<file path="config.mk">
export PLATFORM = sky130hd
export DESIGN_NAME = fetch_unit
export DESIGN_NICKNAME = d
export VERILOG_FILES = /design/src/rtl/fetch_unit.sv
export SDC_FILE = /design/constraint.sdc
export NUM_CORES = 1
export LEC_CHECK = 0
export BUFFER_PORTS_ARGS = -buffer_cell sky130_fd_sc_hd__buf_4
export CAP_MARGIN = 10
export CELL_PAD_IN_SITES_DETAIL_PLACEMENT = 0
export CELL_PAD_IN_SITES_GLOBAL_PLACEMENT = 1
export CORE_MARGIN = 10
export CORE_UTILIZATION = 25
export DETAILED_ROUTE_END_ITERATION = 16
export PLACE_DENSITY = 0.61
export SYNTH_ARGS = -nofsm -noshare
export SYNTH_HDL_FRONTEND = slang
export SYNTH_SLANG_ARGS = --single-unit
export TNS_END_PERCENT = 20
</file>
<file path="constraint.sdc">
create_clock -name CLK -period 7.55 [get_ports CLK]
set_input_delay 0 -clock CLK [delete_from_list [all_inputs] [get_ports CLK]]
set_output_delay 0 -clock CLK [all_outputs]
set_load 0.02 [all_outputs]
</file>
<file path="src/rtl/fetch_unit.sv">
// Instruction fetch stage: holds the PC, issues req/ack reads to instruction memory,
// and computes the next PC from the sequential or branch offset when decode consumes.
module fetch_unit #(
  parameter int unsigned TIMEOUT = 16,
  parameter int unsigned TMR_W   = 5
) (
  input  logic        CLK,
  input  logic        resetl,
  input  logic [63:0] startpc,
  output logic        imem_req,
  output logic [63:0] imem_addr,
  input  logic        imem_ack,
  input  logic [31:0] imem_rdata,
  input  logic        stall,
  input  logic        branch_taken,
  input  logic [63:0] branch_imm,
  output logic [31:0] instr,
  output logic        instr_valid,
  output logic [63:0] instr_pc,
  output logic [25:0] imm26,
  output logic        fault
);

  typedef enum logic [1:0] {
    S_REQ   = 2'd0,
    S_VALID = 2'd1,
    S_FAULT = 2'd2
  } state_t;

  state_t             state;
  logic [63:0]        pc;
  logic [TMR_W-1:0]   timer;
  logic [63:0]        next_pc;

  assign imem_req  = (state == S_REQ);
  assign imem_addr = pc;
  assign imm26     = instr[25:0];

  // Both adds wrap modulo 2^64; misalignment is caught on the result.
  always_comb begin
    next_pc = '0;
    if (branch_taken) next_pc = instr_pc + branch_imm;
    else              next_pc = instr_pc + 64'd4;
  end

  always_ff @(posedge CLK) begin
    if (!resetl) begin
      pc          <= startpc;
      timer       <= '0;
      instr       <= '0;
      instr_pc    <= '0;
      instr_valid <= 1'b0;
      if (startpc[1:0] != 2'b00) begin
        state <= S_FAULT;
        fault <= 1'b1;
      end else begin
        state <= S_REQ;
        fault <= 1'b0;
      end
    end else begin
      case (state)
        S_REQ: begin
          if (imem_ack) begin
            instr       <= imem_rdata;
            instr_pc    <= pc;
            instr_valid <= 1'b1;
            timer       <= '0;
            state       <= S_VALID;
          end else if (timer == TMR_W'(TIMEOUT - 1)) begin
            fault <= 1'b1;
            state <= S_FAULT;
          end else begin
            timer <= timer + 1'b1;
          end
        end
        S_VALID: begin
          if (!stall) begin
            instr_valid <= 1'b0;
            if (next_pc[1:0] == 2'b00) begin
              pc    <= next_pc;
              state <= S_REQ;
            end else begin
              fault <= 1'b1;
              state <= S_FAULT;
            end
          end
        end
        S_FAULT: begin
          fault       <= 1'b1;
          instr_valid <= 1'b0;
        end
        default: begin
          fault       <= 1'b1;
          instr_valid <= 1'b0;
          state       <= S_FAULT;
        end
      endcase
    end
  end

endmodule
</file>
# == Word-level counts from Yosys, hierarchy flattened ==
# Cells that the tools add are included.
# W data, S select, Z words.
# totals
regBits,169
in_bits,165
word_cells,58
# classes
n_addsub,3
eq_ne,15
n_mux,24
n_reduce_logical,9
# op_table
operator,count
$mux W64,5
$add A64 B3 Y64 const B,1
$add A64 B64 Y64,1
$mux W2,6
$mux W5,2
$ne A3 B3 Y1 const B,3
$mux W1,8
$ne A2 B2 Y1 const B,4
$ne A2 B1 Y1 const B,3
$pmux W2 S3,1
$reduce_and A2 Y1,3
$reduce_and A3 Y1,2
$add A5 B1 Y5 const B,1
$eq A5 B4 Y1 const B,1
$logic_not A2 Y1,2
$ne A4 B2 Y1 const B,1
$pmux W1 S2,2
$reduce_and A4 Y1,1
$ne A3 B2 Y1 const B,1
$eq A2 B1 Y1 const B,1
$eq A2 B2 Y1 const B,1
$reduce_bool A2 Y1,1

# == Depth between registers and ports, before layout ==
# Gate-level depths: netlist of the first run.
# depth
depth_word,7
mapped_depth,12

# == Worst setup path after synthesis of the first run ==
# OpenSTA, ideal clock, no wires.
# synth_timing
kind,register -> register
startpoint,reg instr_pc[0]
endpoint,"reg pc[0], in the netlist imem_addr[0], enable pin"
setup_time_ps,574
arrival_ps,6041
slack_ps,935
path_stages_with_launch,7
period_less_slack_ps,6615
path_cell_list,dfxtp_1 ha_1 fa_1 nand2b_1 o32ai_1 nand2_1 o21ai_0
# synth_between
elab_chain_cells,5
elab_cells_between_ends,6
# synth_rtl
item,line,source
start: declaration,19,"output logic [63:0] instr_pc,"
start signal: assignment,65,instr_pc <= pc;
$add A64 B3 Y64 / $add A64 B64 Y64 (equally long branches),"43, 42",
$mux W64 (*),42,if (branch_taken) next_pc = instr_pc + branch_imm;
$logic_not A2 Y1 (*),79,if (next_pc[1:0] == 2'b00) begin
$ne A2 B1 Y1 (no line) (*),-,
$reduce_and A3 Y1 (no line) (*),-,
end signal: assignment,48,pc <= startpc;
end signal: assignment,80,pc <= next_pc;
end: declaration,31,logic [63:0] pc;
# Every way passes the cells marked *; elsewhere a longest branch is shown, timed or not.
# A chain may end at the register's enable or synchronous reset.

# == Worst setup path after layout of the first run ==
# layout_timing
startpoint,reg instr_pc[0]
endpoint,"reg pc[58], in the netlist imem_addr[58] (data pin)"
# layout_between
elab_chain_cells,6
elab_cells_between_ends,7
# layout_rtl
item,line,source
$add A64 B3 Y64 / $add A64 B64 Y64 (equally long branches),"43, 42",
$mux W64 (*),42,
$mux W64 (*),79,
$mux W64 (*),77,if (!stall) begin
$mux W64 (*),61,case (state)
$mux W64 (*),47,if (!resetl) begin
# Every way passes the cells marked *; elsewhere a longest branch is shown, timed or not. The select of a mux whose other input is x is not followed.

==> metrics.md, run 1 <==
| Metric | Value |
|---|---|
| CP max FO | `5` |
| Seq cells post-synth | `169` |
| Vias in the first global route | `11780` |
| Depth of the CTS H-tree | `4` |
| Final-report setup violation count | `0` |
| Syn Std Cell Area | `0.01159 mm²` |
| Critical path type | `reg2reg` |
| WL/cell | `21.38 µm` |
| Num CTS Buffers | `17` |
| Crit Reg-Reg Startpoint | `instr_pc[0]` |
| P per Cell Area | `160.6 mW/mm²` |
| Most frequent cell after synthesis | `a21oi_1` |
| Max-slew violations | `0` |
| Critical path capture point type | `register` |
| Reg2Reg Setup Slack | `3660 ps` |
| Delay-heaviest family, CP | `compound AO/OA/AOI/OAI gates` |
| Clock latency on the worst-skew pair | `500 ps` |
| GRT Total Usage | `0.1749` |
| Layout cells sized above 1 | `0.2454` |
| Gate Count Post-Synth | `1328` |
| Final worst path period share | `0.5150` |
| Post-Route Setup TNS | `0 ps` |
| Grt total ovfl | `0` |
| # nets final | `1943` |
| Via/cell ratio | `5.029` |
| Fin util | `0.3555` |
| R2R Path End | `imem_addr[58]` |
| Worst slew margin | `0.2806` |
| Final antenna-violating net count | `0` |
| RD Place Congestion | `0.8444` |
| Cell taking the most area after synthesis | `dfxtp_1` |
| Drt first pass iters | `5` |
| Syn_area_per_cell | `8.726 µm²` |
| Clock root cell | `clkbuf_16` |
| CP Launch Type | `register` |
| CP bufs+invs | `0` |
| Fin. Hold Viols | `0` |
| Number of antenna violations at the first check in global routing | `2` |
| Fill cell count | `4675` |
| Placement Rows | `78` |
| Min-delay worst type | `in2reg` |
| Gate power share | `0.233` |
| Slew @ Worst Pin | `1075 ps` |
| Syn Nets | `1560` |
| Main flop type after synthesis | `dfxtp_1` |
| DRT iter0 DRCs | `736` |
| Clk pin slew, worst setup/hold paths | `80 ps` |
| Die area | `0.05537 mm²` |
| WHS Endpoint | `fault` |
| Internal | `1.760 mW` |
| FMAX | `257.2 MHz` |
| Drt drc | `0` |
| R2R depth | `12` |
| Worst vdd ir | `164.5 µV` |
| Clock Sink Count | `169` |
| RSZ-0062 raised after global routing | `no` |
| Synth warnings | `0` |
| Core footprint | `0.04558 mm²` |
| Crit path cell chain | `ha_1 > fa_1 > a211oi_1 > o21ai_0 > a22oi_2 > o211ai_2 > o2111ai_1 > a21oi_1 > or2_4 > a311oi_4 > mux2i_1 > a221o_1` |
| Status | `finished, final reports clean` |
| Worst EP arrival | `4130 ps` |
| Initial Utilization | `0.2543` |
| Clock network fraction of total power | `0.363` |
| Register area share after synthesis | `0.3498` |
| Skew final | `17.51 ps` |
| CTS tree | `yes` |
| Pleak | `7.296 nW` |
| Global-route wire length before repair | `75.36 mm` |
| Area Growth Syn to Fin | `39.81%` |
| HP Start | `resetl` |
| Max stage delay on crit path | `430 ps` |
| FFs w/ async S/R, synth | `0` |
| WL final | `49.68 mm` |
| Commonest cells in the netlist | `146 x a21oi_1, 125 x nor2_1, 102 x dfxtp_1` |
| Register share of total power | `0.405` |
| Sw frac | `0.3239` |
| Vias post-DR | `11690` |
| Crit path depth | `12` |
| Number of synthesized flops with an enable pin | `67` |
| Worst Path Required | `7800 ps` |
| Max cap viols | `0` |
| Power, Total | `2.603 mW` |
| Hold depth | `2` |
| Sw power | `0.8429 mW` |
| Die height | `235.3 µm` |
| Min Tclk post-route | `3888 ps` |
| Cell variety after synth | `77` |
| CTS resizes | `0` |
| Largest net degree at the start of global routing | `73` |
| Slowest-stage cell, CP | `fa_1` |
| Port bufs | `353` |
| Chip width | `235.3 µm` |
| Placed wire-length estimate | `37.92 mm` |
| Io pins | `354` |
| Clk buf depth | `2` |
| ANT cells | `0` |
| Top cell type's share of synthesized area | `0.1762` |
| Top cells by area, synth | `dfxtp_1 18%, edfxtp_1 17%, a22o_1 7.4%` |
## through the flow
stage | std cells | hold WS [ps] | setup WS, ps | area, µm²
floorplan | 1328 | 133.1 | 935.0 | 11590
finish | 2324 | 56.72 | 3662 | 16200
global placement | 2192 | 218.3 | 3635 | 14590
CTS | 2324 | 16.22 | 3566 | 16200
global route | 2324 | 76.49 | 3281 | 16200
detailed placement | 2192 | 220.0 | 3599 | 14590
## state kept, by name, summed over array words and instances, names as in the netlist
register     count
instr_pc        64
timer            5
fault            1
imem_addr       64
instr_valid      1
instr           32
state            2
## routing by layer
metal,wire length [µm],track usage,vias up
met3,3130,0.04745,31
met5,31,0,-
li1,-,-,5713
met4,518,0.04164,4
met2,22500,0.2758,375
met1,23500,0.2325,5564
## cell usage in the layout, fill, tap and decap left out, types with 22 or more instances in the layout
master / count
buf_4: 362
dlygate4sd3_1: 100
nor2_1: 125
nand3_1: 37
a21oi_1: 145
ha_1: 66
a21o_1: 61
edfxtp_1: 67
dfxtp_1: 102
and3_1: 22
xnor2_1: 49
nand2_1: 94
nand4_1: 23
a22o_1: 98
inv_1: 25
xor2_1: 49
o21ai_0: 72
## how the worst max path moves through the flow
stage	slack (ps)	startpoint	to
CTS	3570	instr_pc[0]	imem_addr[58]
global placement	3630	instr_pc[0]	imem_addr[58]
finish	3660	instr_pc[0]	imem_addr[58]
detailed placement	3600	instr_pc[0]	imem_addr[58]
floorplan	930	instr_pc[0]	imem_addr[0]
global route	3280	instr_pc[0]	imem_addr[58]
## final cells by class
| type | instances | area (µm²) | area share |
|---|---|---|---|
| sequential | 169 | 4054 | 0.2502 |
| tap | 600 | 750.7 | 0.04634 |
| multi-input combinational | 1035 | 6974 | 0.4305 |
| clock buffer | 20 | 489.2 | 0.03020 |
| inverter | 26 | 97.59 | 0.006024 |
| timing repair buffer | 462 | 3719 | 0.2295 |
| clock inverter | 12 | 117.6 | 0.007259 |
## worst reg2reg max path, delay by kind of cell (launching register included)
| family | cells | cell delay [ps] |
|---|---|---|
| multiplexers | 1 | 120 |
| flip-flops | 1 | 350 |
| adder cells (fa/ha/maj) | 2 | 670 |
| AO/OA/AOI/OAI | 8 | 2180 |
| AND/OR/NAND/NOR | 1 | 340 |
## power by group through the flow
stage | clock [mW] | combinational [mW] | sequential, mW
after floorplan | 0 | 0.264 | 1.12
after global placement | 0 | 0.567 | 1.07
after detailed placement | 0 | 0.567 | 1.07
after CTS | 0.976 | 0.613 | 1.05
after global routing | 1.00 | 0.661 | 1.06
final | 0.944 | 0.606 | 1.05
## cell families after synthesis
family | Yosys count | share of synthesized area
compound gates | 481 | 0.2840
xor+xnor | 98 | 0.07407
buf+inv | 124 | 0.05074
mux | 9 | 0.008313
simple gates | 380 | 0.1601
flops | 169 | 0.3498
fa+ha+maj | 67 | 0.07299
## what timing repair did
| item | 4_1_cts | 5_1_grt |
|---|---|---|
| hold buffers | 100 | 0 |
| hold endpoints to repair | 104 | 0 |
| setup buffers | 0 | 0 |
Note: power is estimated with default switching activity, not from simulation.
==> run 2, diff against run 1 <==
- ABC_AREA: default -> 1
- PLACE_DENSITY: 0.61 -> 0.65
- clock period: 7.55 -> 3.3 ns (I/O delays scaled with it)
==> run 2 against run 1 <==
  * Via count is 50% higher
  * Cell area up 21%
  * Combinational power grew to 2.7 times the previous value
  * Clock skew decreased by 2.0 ps
  * Sequential cell count is the same
  * Critical path type unchanged
==> metrics.md, run 2 <==
| Metric | Value |
|---|---|
| FFs w/ async S/R, synth | `0` |
| Grt total ovfl | `0` |
| Max-slew violations | `0` |
| Seq cells post-synth | `169` |
| Syn_area_per_cell | `6.072 µm²` |
| Vias post-DR | `17540` |
| Core footprint | `0.05650 mm²` |
| Clk pin slew, worst setup/hold paths | `80 ps` |
| Worst vdd ir | `392.2 µV` |
| Number of antenna violations at the first check in global routing | `2` |
| Syn Std Cell Area | `0.01430 mm²` |
| Commonest non-fill, non-tap cell in the layout | `nand2_1` |
| Register share of total power | `0.392` |
| Layout cells sized above 1 | `0.1765` |
| Clk buf depth | `2` |
| Post-Route Setup TNS | `0 ps` |
| CP Launch Type | `register` |
| WL/cell | `23.12 µm` |
| Reg2Reg Setup Slack | `130 ps` |
| Initial Utilization | `0.2532` |
| Power, Total | `6.175 mW` |
| Synth warnings | `0` |
| Clock network fraction of total power | `0.343` |
| Slew @ Worst Pin | `749.9 ps` |
| Placed wire-length estimate | `68.75 mm` |
| Final-report setup violation count | `0` |
| Top cell type's share of synthesized area | `0.2083` |
| Commonest cells in the netlist | `794 x nand2_1, 346 x inv_1, 230 x nor2_1` |
| Via/cell ratio | `4.902` |
| Cell variety after synth | `42` |
| DRT iter0 DRCs | `1584` |
| Depth of the CTS H-tree | `4` |
| Gate power share | `0.265` |
| Drt first pass iters | `6` |
| WL final | `82.74 mm` |
| Gate Count Post-Synth | `2356` |
| Internal | `3.929 mW` |
| Pleak | `9.663 nW` |
| Vias in the first global route | `17300` |
| Syn Nets | `2588` |
| Worst slew margin | `0.4948` |
| Num CTS Buffers | `17` |
| Die height | `259.2 µm` |
| Final worst path period share | `0.9603` |
| CP max FO | `4` |
| Status | `finished, final reports clean` |
| Area Growth Syn to Fin | `36.70%` |
| Sw frac | `0.3638` |
| Largest net degree at the start of global routing | `86` |
| Number of synthesized flops with an enable pin | `67` |
| RSZ-0062 raised after global routing | `no` |
| Postcts setup bufs | `0` |
| Most frequent cell after synthesis | `nand2_1` |
| Max cap viols | `0` |
| Top cells by area, synth | `nand2_1 21%, dfxtp_1 14%, edfxtp_1 14%` |
| ANT cells | `0` |
| Worst Path Required | `3530 ps` |
| RD Place Congestion | `0.9880` |
| Port bufs | `353` |
| Die area | `0.06719 mm²` |
| Chip width | `259.2 µm` |
| Fin. Hold Viols | `0` |
| Clock latency on the worst-skew pair | `510 ps` |
| Worst EP arrival | `3400 ps` |
| Min Tclk post-route | `3169 ps` |
| Main flop type after synthesis | `dfxtp_1` |
| P per Cell Area | `315.8 mW/mm²` |
| Critical path type | `reg2reg` |
| Clock Sink Count | `169` |
| Placement Rows | `87` |
| FMAX | `315.6 MHz` |
| Register area share after synthesis | `0.2834` |
| Skew final | `15.50 ps` |
| Clock root cell | `clkbuf_16` |
| Io pins | `354` |
| Drt drc | `0` |
| GRT Total Usage | `0.2372` |
| Global-route wire length before repair | `117.4 mm` |
| Sw power | `2.247 mW` |
| CTS tree | `yes` |
| Final antenna-violating net count | `0` |
| Min-delay worst type | `in2reg` |
| Cell taking the most area after synthesis | `nand2_1` |
| Critical path capture point type | `register` |
| Commonest non-fill, non-tap cells in the layout | `794 x nand2_1, 407 x buf_4, 345 x inv_1` |
| # nets final | `3041` |
[run 2: changes by cell type in the layout (fill, tap and decap cells not counted), sizes merged, moves of 16 or more]
cell / delta
a21o: -61
nor3: +31
a22o: -98
xnor2: -47
nand2: +711
buf: +48
a21oi: +48
nand3b: +19
or3: -16
and3: -22
inv: +328
o21ai: +37
nand3: +116
nor2: +120
[run 2: area by class of cell]
cell class	count	area, µm²
Clock buffer	17	425.4
Clock inverter	15	150.1
Fill cell	6296	36940
Inverter	354	1330
Multi-Input combinational cell	1754	8503
Sequential cell	169	4054
Tap cell	756	945.9
Timing Repair Buffer	513	4146
[run 2: per-layer routing]
layer,up-vias,part of all wire,global-route usage
li1,8409,-,-
met1,8386,0.43,0.2990
met2,658,0.48,0.4068
met3,85,0.064,0.04169
met4,2,0.025,0.06838
met5,-,0.00019,0
[run 2: path summary, 6_finish.rpt]
check,start,endpoint,cells past startpoint
setup / recovery,instr_pc[0],imem_addr[28],10
hold / removal,branch_taken,imem_addr[4],3
setup reg to reg,instr_pc[0],imem_addr[28],10
hold reg to reg,imem_addr[15],instr_pc[15],2
[run 2: power groups by stage]
| stage | registers [mW] | clock network [mW] | logic [mW] |
|---|---|---|---|
| 2_1_floorplan | 2.55 | 0 | 0.640 |
| 3_3_place_gp | 2.46 | 0 | 1.53 |
| 3_5_place_dp | 2.47 | 0 | 1.52 |
| 4_1_cts | 2.42 | 2.15 | 1.63 |
| 5_1_grt | 2.43 | 2.21 | 1.76 |
| 6_report | 2.42 | 2.12 | 1.64 |
[run 2: worst max-delay path: stages, from the launching register on]
cell,delay (ps)
dfxtp_1,360
ha_1,280
fa_1,490
nand3_1,120
nand3_1,170
nand3_1,130
nand3_1,220
nand2_1,140
nand2_1,200
o21ai_0,640
a21oi_1,130
[run 2: through the flow]
step,hold slack (ps),instances,setup WS (ps),util,instance area [µm²]
6_report,25.66,3578,131.0,0.3461,19560
5_1_grt,43.02,3578,64.80,0.3461,19560
4_1_cts,2.118,3578,120.1,0.3461,19550
3_5_place_dp,195.0,3443,156.3,0.3177,17950
3_3_place_gp,187.5,3443,6.196,0.3177,17950
2_1_floorplan,103.1,2356,360.1,-,14320
[run 2: kinds of logic (layout without fill, tap and decap cells)]
kind of cell	Yosys count	count (layout)	synth area share
and+or+nand+nor	1309	1309	0.3853
buffers and inverters	433	899	0.1232
AOI/OAI and AO/OA	330	330	0.1195
DFF	169	169	0.2834
adders and majority gates	67	67	0.05913
xor gates and xnor gates	46	46	0.02816
muxes	2	2	0.001400
[run 2: what timing repair did]
action                     in CTS  in global routing
gates resized for setup         0                  1
hold endpoints to repair      109                  0
hold buffers                  103                  0
setup endpoints to repair       0                  1
==> run 3, diff against run 2 <==
- CORE_UTILIZATION: 25 -> 34
- PLACE_DENSITY: 0.65 -> 0.83
==> run 3 against run 2 <==
  * Combinational power shrank 2%
  * Core utilization grew 11 points
  * Worst hold slack gained 41 ps
  * Register-to-register slack gained 90 ps
  * Via count shrank 0.16%
  * Sequential power is essentially flat
  * Worst setup slack gained 88 ps
  * Cell count shrank 6.5%
  * First-iteration DRC count grew 35%
  * Critical path depth shrank 1
  * Fmax grew 2.8%
  * Critical path type unchanged
  * Largest power group unchanged
  * Highest routed layer unchanged
==> metrics.md, run 3 (synthesis gave the netlist of run 2 again) <==
| Metric | Value |
|---|---|
| Fill cell count | `4435` |
| CP bufs+invs | `0` |
| Clock Sink Count | `169` |
| Global-route wire length before repair | `110.6 mm` |
| Final worst path period share | `0.9338` |
| Via/cell ratio | `5.234` |
| Postcts setup bufs | `0` |
| Critical path type | `reg2reg` |
| Drt drc | `0` |
| Commonest non-fill, non-tap cells in the layout | `794 x nand2_1, 397 x buf_4, 345 x inv_1` |
| Max-slew violations | `0` |
| WL final | `77.11 mm` |
| Post-place setup slack | `174.9 ps` |
| Drt first pass iters | `5` |
| Clk buf depth | `2` |
| Num CTS Buffers | `17` |
| Port bufs | `353` |
| Min-delay worst type | `in2reg` |
| FMAX | `324.5 MHz` |
| Worst EP arrival | `3290 ps` |
| Worst Path Required | `3510 ps` |
| Final antenna-violating net count | `0` |
| Pleak | `9.587 nW` |
| CP Launch Type | `register` |
| Min Tclk post-route | `3081 ps` |
| Max cap viols | `0` |
| Crit path cell chain | `ha_1 > nand2_1 > nor2_4 > nand2_1 > nor2_1 > nand2_1 > xor2_1 > a21oi_1 > a21oi_1` |
| Commonest non-fill, non-tap cell in the layout | `nand2_1` |
| DRT iter0 DRCs | `2131` |
| Clock root cell | `clkbuf_16` |
| WL/cell | `23.04 µm` |
| Vias in the first global route | `16980` |
| Smallest hold slack | `66.44 ps` |
| GRT Total Usage | `0.2953` |
| Area Growth Syn to Fin | `33.85%` |
| Clock latency on the worst-skew pair | `470 ps` |
| Status | `finished, final reports clean` |
| Skew final | `16.54 ps` |
| Placed wire-length estimate | `63.46 mm` |
| CTS tree | `yes` |
| Depth of the CTS H-tree | `4` |
| Final-report setup violation count | `0` |
| Clk pin slew, worst setup/hold paths | `90 ps` |
| Critical path capture point type | `register` |
| Core footprint | `0.04176 mm²` |
| Vias post-DR | `17510` |
| Grt total ovfl | `0` |
| Worst vdd ir | `260.4 µV` |
| RD Place Congestion | `1.021` |
| Initial Utilization | `0.3426` |
| Worst slew margin | `0.4619` |
| Fin. Hold Viols | `0` |
| Delay-heaviest family, CP | `simple AND/OR/NAND/NOR gates` |
| Worst setup slack after layout | `218.6 ps` |
| RSZ-0062 raised after global routing | `no` |
| Chip width | `225.1 µm` |
| Max stage delay on crit path | `490 ps` |
| Io pins | `354` |
| CP max FO | `8` |
| P per Cell Area | `319.0 mW/mm²` |
| # nets final | `3026` |
| Slowest-stage cell, CP | `nor2_1` |
| Number of antenna violations at the first check in global routing | `2` |
| Post-Route Setup TNS | `0 ps` |
| Largest net degree at the start of global routing | `118` |
| ANT cells | `0` |
| Die height | `225.1 µm` |
| Placement Rows | `75` |
| Layout cells sized above 1 | `0.1735` |
| Slew @ Worst Pin | `798.7 ps` |
| Crit-path most repeated cell | `nand2_1` |
| Power, Total | `6.108 mW` |
| Die area | `0.05068 mm²` |
==> run 3: changes by cell type in the layout (fill, tap and decap cells not counted), moves of 2 or more <==
cell | previous run | this run
o21ai_0 | 110 | 108
buf_4 | 407 | 397
inv_8 | 4 | 2
dlygate4sd3_1 | 103 | 98
clkinv_8 | 2 | 0
clkinv_2 | 2 | 4
o21ai_1 | 1 | 3
==> run 3: repair_timing <==
item | CTS | global route
hold endpoints to repair | 102 | 0
gates resized for setup | 0 | 2
hold buffers | 98 | 0
setup endpoints to repair | 0 | 2
==> run 3: worst paths after layout <==
kind | to | slack, ps | cells after the start | startpoint
setup / recovery | imem_addr[34] | 220 | 9 | instr_pc[3]
hold / removal | imem_addr[0] | 70 | 4 | branch_imm[0]
setup reg to reg | imem_addr[34] | 220 | 9 | instr_pc[3]
hold reg to reg | timer[4] | 470 | 2 | timer[4]
==> run 3: final cells by class <==
type	instances	area, µm²	share of cell area
multi-input combinational	1754	8501	0.4440
sequential	169	4054	0.2117
clock buffer	17	425.4	0.02222
clock inverter	15	141.4	0.007384
inverter	354	1330	0.06946
timing repair buffer	498	4021	0.2100
tap	539	674.4	0.03522
==> run 3: stage by stage <==
| step | utilization | cells | cell area (µm²) |
|---|---|---|---|
| 2_1_floorplan | - | 2356 | 14320 |
| 3_3_place_gp | 0.4215 | 3216 | 17600 |
| 3_5_place_dp | 0.4215 | 3216 | 17600 |
| 4_1_cts | 0.4585 | 3346 | 19150 |
| 5_1_grt | 0.4585 | 3346 | 19150 |
| 6_report | 0.4585 | 3346 | 19150 |
==> run 3: tightest hold or removal path, delay by kind of cell <==
family	cells	cell delay (ps)
AO/OA/AOI/OAI	1	130
multiplexers	1	80
buffers and inverters	1	90
adder cells (fa/ha/maj)	1	120
==> run 3: where the power goes <==
group	leakage (nW)	total (mW)	switching [mW]	internal, mW
combinational	7.81	1.60	0.992	0.612
clock	0.286	2.07	1.01	1.06
sequential	1.49	2.44	0.137	2.30
total	9.59	6.11	2.14	3.97
==> run 3: per-layer routing <==
layer	vias up	track usage	wire (µm)	part of all wire
li1	8382	-	-	-
met1	8176	0.3874	32960	0.43
met2	841	0.4683	34420	0.45
met3	109	0.06324	6968	0.090
met4	4	0.1068	2726	0.035
met5	-	0	27	0.00035
